`src/rtl/mem_lsu.sv`:
```
// Load/store initiator for the MEM stage: maps byte/half/word requests onto a word-wide
// data memory, using read-modify-write for sub-word stores and extending load data.
module mem_lsu #(
    parameter int MEM_DEPTH   = 256,
    parameter bit CHECK_RANGE = 1'b1
) (
    input  logic        clk,
    input  logic        rst_n,
    input  logic        req_valid,
    output logic        req_ready,
    input  logic        req_we,
    input  logic [1:0]  req_size,
    input  logic        req_unsigned,
    input  logic [31:0] req_addr,
    input  logic [31:0] req_wdata,
    output logic        resp_valid,
    output logic [31:0] resp_rdata,
    output logic        resp_err,
    output logic        mem_read,
    output logic        mem_write,
    output logic [31:0] mem_addr,
    output logic [31:0] mem_wdata,
    input  logic [31:0] mem_rdata
);

    // state | meaning
    // IDLE  | ready for a request
    // RD    | reading the target word (loads, sub-word store merge)
    // WR    | writing the (merged) word
    // RESP  | one-cycle completion pulse, possibly with error
    typedef enum logic [1:0] {IDLE, RD, WR, RESP} state_t;

    state_t      state_q, state_d;
    logic [31:0] addr_q, wdata_q, rdata_q;
    logic [1:0]  size_q;
    logic        we_q, uns_q, err_q;
    logic        req_fire, req_err, range_bad;
    logic [31:0] merged, load_ext;
    logic [7:0]  lane_b;
    logic [15:0] lane_h;

    assign req_ready = (state_q == IDLE);
    assign req_fire  = req_valid && req_ready;

    always_comb begin
        range_bad = 1'b0;
        if (CHECK_RANGE)
            range_bad = ({2'b00, req_addr[31:2]} >= 32'(MEM_DEPTH));
        req_err = (req_size == 2'd3)
               || (req_size == 2'd1 && req_addr[0])
               || (req_size == 2'd2 && req_addr[1:0] != 2'b00)
               || range_bad;
    end

    always_comb begin
        state_d = state_q;
        case (state_q)
            IDLE: begin
                if (req_fire) begin
                    if (req_err)
                        state_d = RESP;
                    else if (!req_we || req_size != 2'd2)
                        state_d = RD;
                    else
                        state_d = WR;
                end
            end
            RD:      state_d = we_q ? WR : RESP;
            WR:      state_d = RESP;
            RESP:    state_d = IDLE;
            default: state_d = IDLE;
        endcase
    end

    always_ff @(posedge clk) begin
        if (!rst_n) begin
            state_q <= IDLE;
            addr_q  <= '0;
            wdata_q <= '0;
            rdata_q <= '0;
            size_q  <= '0;
            we_q    <= 1'b0;
            uns_q   <= 1'b0;
            err_q   <= 1'b0;
        end else begin
            state_q <= state_d;
            if (req_fire) begin
                addr_q  <= req_addr;
                wdata_q <= req_wdata;
                size_q  <= req_size;
                we_q    <= req_we;
                uns_q   <= req_unsigned;
                err_q   <= req_err;
            end
            if (state_q == RD)
                rdata_q <= mem_rdata;
        end
    end

    // Little-endian lane k = bits [8k+7:8k]
    always_comb begin
        merged = rdata_q;
        case (size_q)
            2'd0:    merged[8*addr_q[1:0] +: 8]  = wdata_q[7:0];
            2'd1:    merged[16*addr_q[1]  +: 16] = wdata_q[15:0];
            default: merged = wdata_q;
        endcase
    end

    always_comb begin
        lane_b = rdata_q[8*addr_q[1:0] +: 8];
        lane_h = rdata_q[16*addr_q[1] +: 16];
        case (size_q)
            2'd0:    load_ext = uns_q ? {24'h0, lane_b} : {{24{lane_b[7]}}, lane_b};
            2'd1:    load_ext = uns_q ? {16'h0, lane_h} : {{16{lane_h[15]}}, lane_h};
            default: load_ext = rdata_q;
        endcase
    end

    // Access strobes drop immediately on reset so an in-flight write never lands
    assign mem_read   = rst_n && (state_q == RD);
    assign mem_write  = rst_n && (state_q == WR);
    assign mem_addr   = {addr_q[31:2], 2'b00};
    assign mem_wdata  = (state_q == WR) ? merged : 32'h0;
    assign resp_valid = (state_q == RESP);
    assign resp_err   = (state_q == RESP) && err_q;
    assign resp_rdata = (state_q == RESP && !err_q && !we_q) ? load_ext : 32'h0;

endmodule

```
`config.mk`:
```
export PLATFORM = sky130hd
export DESIGN_NAME = mem_lsu
export DESIGN_NICKNAME = d
export VERILOG_FILES = /design/src/rtl/mem_lsu.sv
export SDC_FILE = /design/constraint.sdc
export NUM_CORES = 1
export LEC_CHECK = 0
export CAP_MARGIN = 20
export CORE_ASPECT_RATIO = 0.8
export CORE_MARGIN = 3
export CORE_UTILIZATION = 48
export CTS_BUF_LIST = sky130_fd_sc_hd__clkbuf_8
export CTS_CLUSTER_SIZE = 14
export DETAILED_ROUTE_END_ITERATION = 10
export PLACE_DENSITY = 0.91
export RECOVER_POWER = 25
export SETUP_SLACK_MARGIN = 0.15
export SKIP_CTS_REPAIR_TIMING = 1
export SLEW_MARGIN = 20
export SYNTH_ARGS = -nofsm -noshare
export SYNTH_HDL_FRONTEND = slang
export SYNTH_SLANG_ARGS = --single-unit
```
`constraint.sdc`:
```
create_clock -name clk -period 2.4 [get_ports clk]
set_input_delay 0.24 -clock clk [delete_from_list [all_inputs] [get_ports clk]]
set_output_delay 0.24 -clock clk [all_outputs]
set_load 0.01 [all_outputs]
```
After elaboration in Yosys (flattened, before gate mapping)
Cells that the tools add are included.
{ "word_totals": {"ff_bits": 103, "output_inout_bits": 101, "word_cells": 57} }
{ "classes": {"n_addsub": 2, "magnitude_cmp": 1, "eq_ne": 9, "shift": 6, "n_mux": 13, "n_reduce_logical": 18} }
{ "op_table": {"columns": ["operator", "count"], "rows": [
  ["$mux W32", 4],
  ["$pmux W32 S2", 2],
  ["$neg A5 Y34", 2],
  ["$bwmux W32", 2],
  ["$shift A16 B34 Y32 const A", 1],
  ["$shift A8 B34 Y32 const A", 1],
  ["$shiftx A16 B34 Y32", 1],
  ["$shiftx A8 B34 Y32", 1],
  ["$shiftx A32 B6 Y16", 1],
  ["$shiftx A32 B6 Y8", 1],
  ["$ge A30 B9 Y1 const B", 1],
  ["$eq A2 B2 Y1 const B", 4],
  ["$logic_and A1 B1 Y1", 8],
  ["$pmux W2 S4", 1],
  ["$eq A2 B1 Y1 const B", 3],
  ["$mux W2", 3],
  ["$logic_not A2 Y1", 2],
  ["$logic_or A1 B1 Y1", 4],
  ["$logic_not A1 Y1", 3],
  ["$ne A2 B1 Y1 const B", 1],
  ["$ne A2 B2 Y1 const B", 1],
  ["$reduce_bool A2 Y1", 1],
  ["$mux W1", 1]
]} }

Logic depth before layout (Yosys ltp)
{ "logic_depth": {"ltp_word": 8, "depth_mapped": 10} }

Worst setup path after synthesis
OpenSTA, ideal clock, no wires.
{ "synth_path": {"kind": "register to output", "startpoint": "register addr_q[1]", "endpoint": "output port mem_wdata[19]", "arrival_time_ps": 2028, "required_ps": 2160, "setup_slack_ps": 132, "stages_incl_launch_ff": 10, "path_cell_list": "dfxtp_1 buf_6 buf_2 inv_2 ha_1 nor4bb_1 clkbuf_1 a221o_1 a22oi_1 nor2b_1"} }
{ "synth_between": {"elab_chain_len": 5, "word_cells_on_any_way": 10, "cone_classes": "add/sub (2); shift (4); mux (4)"} }
{ "synth_lines": {"columns": ["item", "line_no", "source"], "rows": [
  ["start: declaration", "34", "logic [31:0] addr_q, wdata_q, rdata_q;"],
  ["start signal: assignment", "88", "addr_q <= req_addr;"],
  ["$neg A5 Y34, on equally long branches", "105, 104", null],
  ["$shiftx A16 B34 Y32 (tied with other cells)", "105", "2'd1: merged[16*addr_q[1] +: 16] = wdata_q[15:0];"],
  ["$bwmux W32, on equally long branches", "105, 104", null],
  ["$pmux W32 S2 *", "103", "case (size_q)"],
  ["$mux W32 *", "124", "assign mem_wdata = (state_q == WR) ? merged : 32'h0;"],
  ["end: declaration", "22", "output logic [31:0] mem_wdata,"]
]} }
Mark *: on every way between the ends. The rest lies on a longest branch, timed or not.

Worst setup path after layout
{ "layout_path": {"startpoint": "register addr_q[0]", "endpoint": "output port mem_wdata[17]"} }
{ "layout_between": {"elab_chain_len": 5, "word_cells_on_any_way": 6, "cone_classes": "add/sub (1); shift (2); mux (3)"} }
{ "layout_lines": {"columns": ["item", "line_no", "source"], "rows": [
  ["$neg A5 Y34 *", "104", "2'd0: merged[8*addr_q[1:0] +: 8] = wdata_q[7:0];"],
  ["$shiftx A8 B34 Y32 / $shift A8 B34 Y32 (equally long branches)", "104", null],
  ["$bwmux W32 *", "104", null],
  ["$pmux W32 S2 *", "103", null],
  ["$mux W32 *", "124", null]
]} }
Marked as above.

==> results.py <==
metrics = {
    "logic_synthesis": {
        "synth-seq-cells": 103,
        "yosys.cell_types.count": 47,
        "syn_inst": 750,
        "synth-simple-area-share_pct": 19.08,
        "ys_seq_area_share_pct": 33.00,
        "synth_xor_xnor_area_share_pct": 0,
        "synth_top_area_share_pct": 33.00,
        "async_reset_ff_share_pct": 0,
        "synth_common_cells": "nand2_1 (148), dfxtp_1 (103), a21boi_0 (71)",
        "synth_area_sq_mm": 0.006248,
        "synth_top_family_by_area": "compound AO/OA/AOI/OAI gates",
        "synth_top_flop_cell": "dfxtp_1",
        "yosysTopAreaCell": "dfxtp_1",
        "synthMuxAreaShare_pct": 9.752,
        "yosysWarningCount": 0,
        "synth-adder-area-share_pct": 1.802,
        "yosysMostFrequentCell": "nand2_1",
        "synth_compound_area_share_pct": 26.83,
        "syn_avg_cell_area_sq_um": 8.331,
        "yosys-top-cells-area": "dfxtp_1 (33%), nand2_1 (8.9%), a21boi_0 (8.5%)",
        "synth_edf_count": 0,
    },
    "global_routing": {
        "grt_max_degree": 96,
        "antenna_found_initial": 0,
        "grt_overflow_total": 0,
        "grt.met2_usage_pct": 40.65,
        "use_met3_pct": 7.907,
        "grt_busiest_layer": "met2",
        "track_usage_pct": 26.85,
        "grt_pass1_vias": 5608,
        "grt_pass1_wl_mm": 30.77,
        "use_met1_pct": 38.15,
    },
    "setup_path": {
        "cp.required_ps": 2160,
        "setup.worst_path.end_class": "primary output",
        "cp.arrival_ps": 2290,
        "cp-start-kind": "register",
        "worst-path-max-fanout": 4,
        "critPathTopFamily": "buffers and inverters",
        "path_cells": "inv_4, buf_6, ha_4, nor4bb_4, buf_4, buf_6, buf_6, a221o_1, a22oi_2, nor2b_1, buf_2",
        "cp_num_buf_inv": 6,
        "cp_slowest_cell": "dfxtp_4",
        "cp_common_cell": "buf_6",
        "max_stage_delay_ps": 380,
        "timing_worst_setup_path_type": "register to primary output",
    },
    "place": {
        "dp_hpwl_mm": 14.65,
        "port-buffer-count": 201,
        "gp_congestion": 0.9200,
        "placed_cells": 1060,
        "place_area_sq_mm": 0.008259,
        "place_ws_ps": -42.20,
    },
    "timing": {
        "max_freq_ghz": 0.3952,
        "worst_pin_slew_ps": 1238,
        "period_needed_ps": 2531,
        "setup_slack_ps": -130.6,
        "slew_violations": 0,
        "hold_viol": 0,
        "fin_worst_skew_ps": 13.59,
        "period_share_pct": 105.4,
        "rsz0062_at_grt": "yes",
        "slew_headroom_pct": 17.48,
        "setup_viol": 16,
    },
    "detailed_routing": {
        "drt-initial-drc-count": 597,
        "wl_per_cell_um": 19.45,
        "final_antenna_net_count": 0,
        "first_pass_iters": 6,
        "drc": 0,
        "route.detailed.vias_per_inst": 5.674,
        "via_count": 6247,
        "finalWirelength_mm": 21.41,
    },
    "status": {
        "status": "finished, violations left",
        "violations": "setup timing",
    },
    "clocking": {
        "root_buffer": "clkbuf_8",
        "cts_tree": "built",
        "clkSinkCount": 103,
        "cts.htree.levels": 3,
        "insertion_delay_ps": 380,
        "clk_pin_slew_ps": 110,
        "clk_path_buf_depth": 2,
        "cts_buffers": 9,
    },
    "layout": {
        "finalNonFillerCells": 1101,
        "n_antenna_cell": 0,
        "drive_gt1_share_pct": 23.12,
        "finalInstanceArea_sq_mm": 0.008907,
        "final_util_pct": 71.65,
        "fillCellCount": 936,
        "area_growth_pct": 42.55,
        "nets": 1037,
    },
    "worst_hold_path": {
        "hold_path_class": "input port to register",
    },
    "power": {
        "p_total_mw": 7.277,
        "powerDensity_mw_per_mm2": 817.0,
        "ir_worst_vdd_mv": 0.4355,
        "cellLeakagePower_nw": 3.609,
    },
    "floorplanning": {
        "pin_count": 204,
        "fp-row-count": 36,
        "initial_core_util_pct": 50.26,
        "die_y_um": 108.1,
        "die_w_um": 133.6,
        "die-area_sq_mm": 0.01443,
        "coreArea_sq_mm": 0.01243,
    },
    "flow_run": {
        "drv_cap": 0,
    },
}
registers in the layout (all words and copies together) (netlist names):
name / count
size_q: 2
uns_q: 1
err_q: 1
state_q: 2
rdata_q: 32
addr_q: 32
wdata_q: 32
we_q: 1
layer usage:
metal	wire length, um	vias to the layer above	part of all wire, %
li1	-	2933	-
met1	9040	2948	42
met2	9641	323	45
met3	2240	43	10
met4	491	0	2.3
met5	0	-	0
worst paths after layout:
| path | startpoint | endpoint | slack, ps | cells past startpoint |
|---|---|---|---|---|
| setup reg to reg | state_q[1] | state_q[0] | 110 | 6 |
| hold reg to reg | addr_q[14] | addr_q[14] | 460 | 2 |
| hold / removal | rst_n | rdata_q[22] | 270 | 2 |
| setup / recovery | addr_q[0] | mem_wdata[17] | -130 | 11 |
report_power, final:
part	switching, mW	internal [mW]	total, mW
Combinational	1.85	1.70	3.55
Sequential	0.472	2.06	2.53
Clock	0.612	0.583	1.20
metrics by stage:
stage | setup TNS, ps | hold slack (ps)
2_1_floorplan | 0 | 384.9
3_3_place_gp | -265.0 | 449.2
3_5_place_dp | -528.1 | 456.3
4_1_cts | -24570 | 253.5
5_1_grt | -2812 | 262.5
6_report | -1143 | 271.6
layout make-up:
class                   count  area, sq um  area share, %
clock buffers               9        123.9          1.391
clock inverters             7        88.84         0.9973
inverters                  23        91.34          1.025
multi-input cells         531         3964          44.50
flip-flops and latches    103         2073          23.28
well taps                 171        214.0          2.402
repair buffers            257         2352          26.41
worst register-to-register path: cells and delay by family, from the launching register on:
family | cells | cell delay, ps
AOI/OAI and AO/OA | 3 | 530
DFF | 1 | 340
adders and majority gates | 1 | 280
buffers and inverters | 2 | 1080
cells by family after synthesis:
kind of cell,Yosys count
simple gates,253
mux,59
buf+inv,117
fa+ha+maj,9
flops,103
compound gates,208
other cells,1
layout by cell type, fill, tap and decap left out, types with 6 or more instances in the layout:
cell,instances
a21boi_0,71
a21o_1,16
a21oi_1,18
a221o_1,16
a22o_1,16
a22oi_2,20
a2bb2oi_1,6
buf_12,6
buf_2,39
buf_4,35
buf_6,16
clkbuf_2,13
clkbuf_8,9
clkdlybuf4s50_1,125
dfxtp_1,98
dlygate4sd3_1,11
dlymetal6s2s_1,9
inv_1,23
mux2_4,9
mux2i_1,49
nand2_1,147
nor2_1,12
nor2_2,6
nor2b_1,56
o21a_1,9
o221a_2,7
No activity file was read; power rests on OpenSTA's default activity.
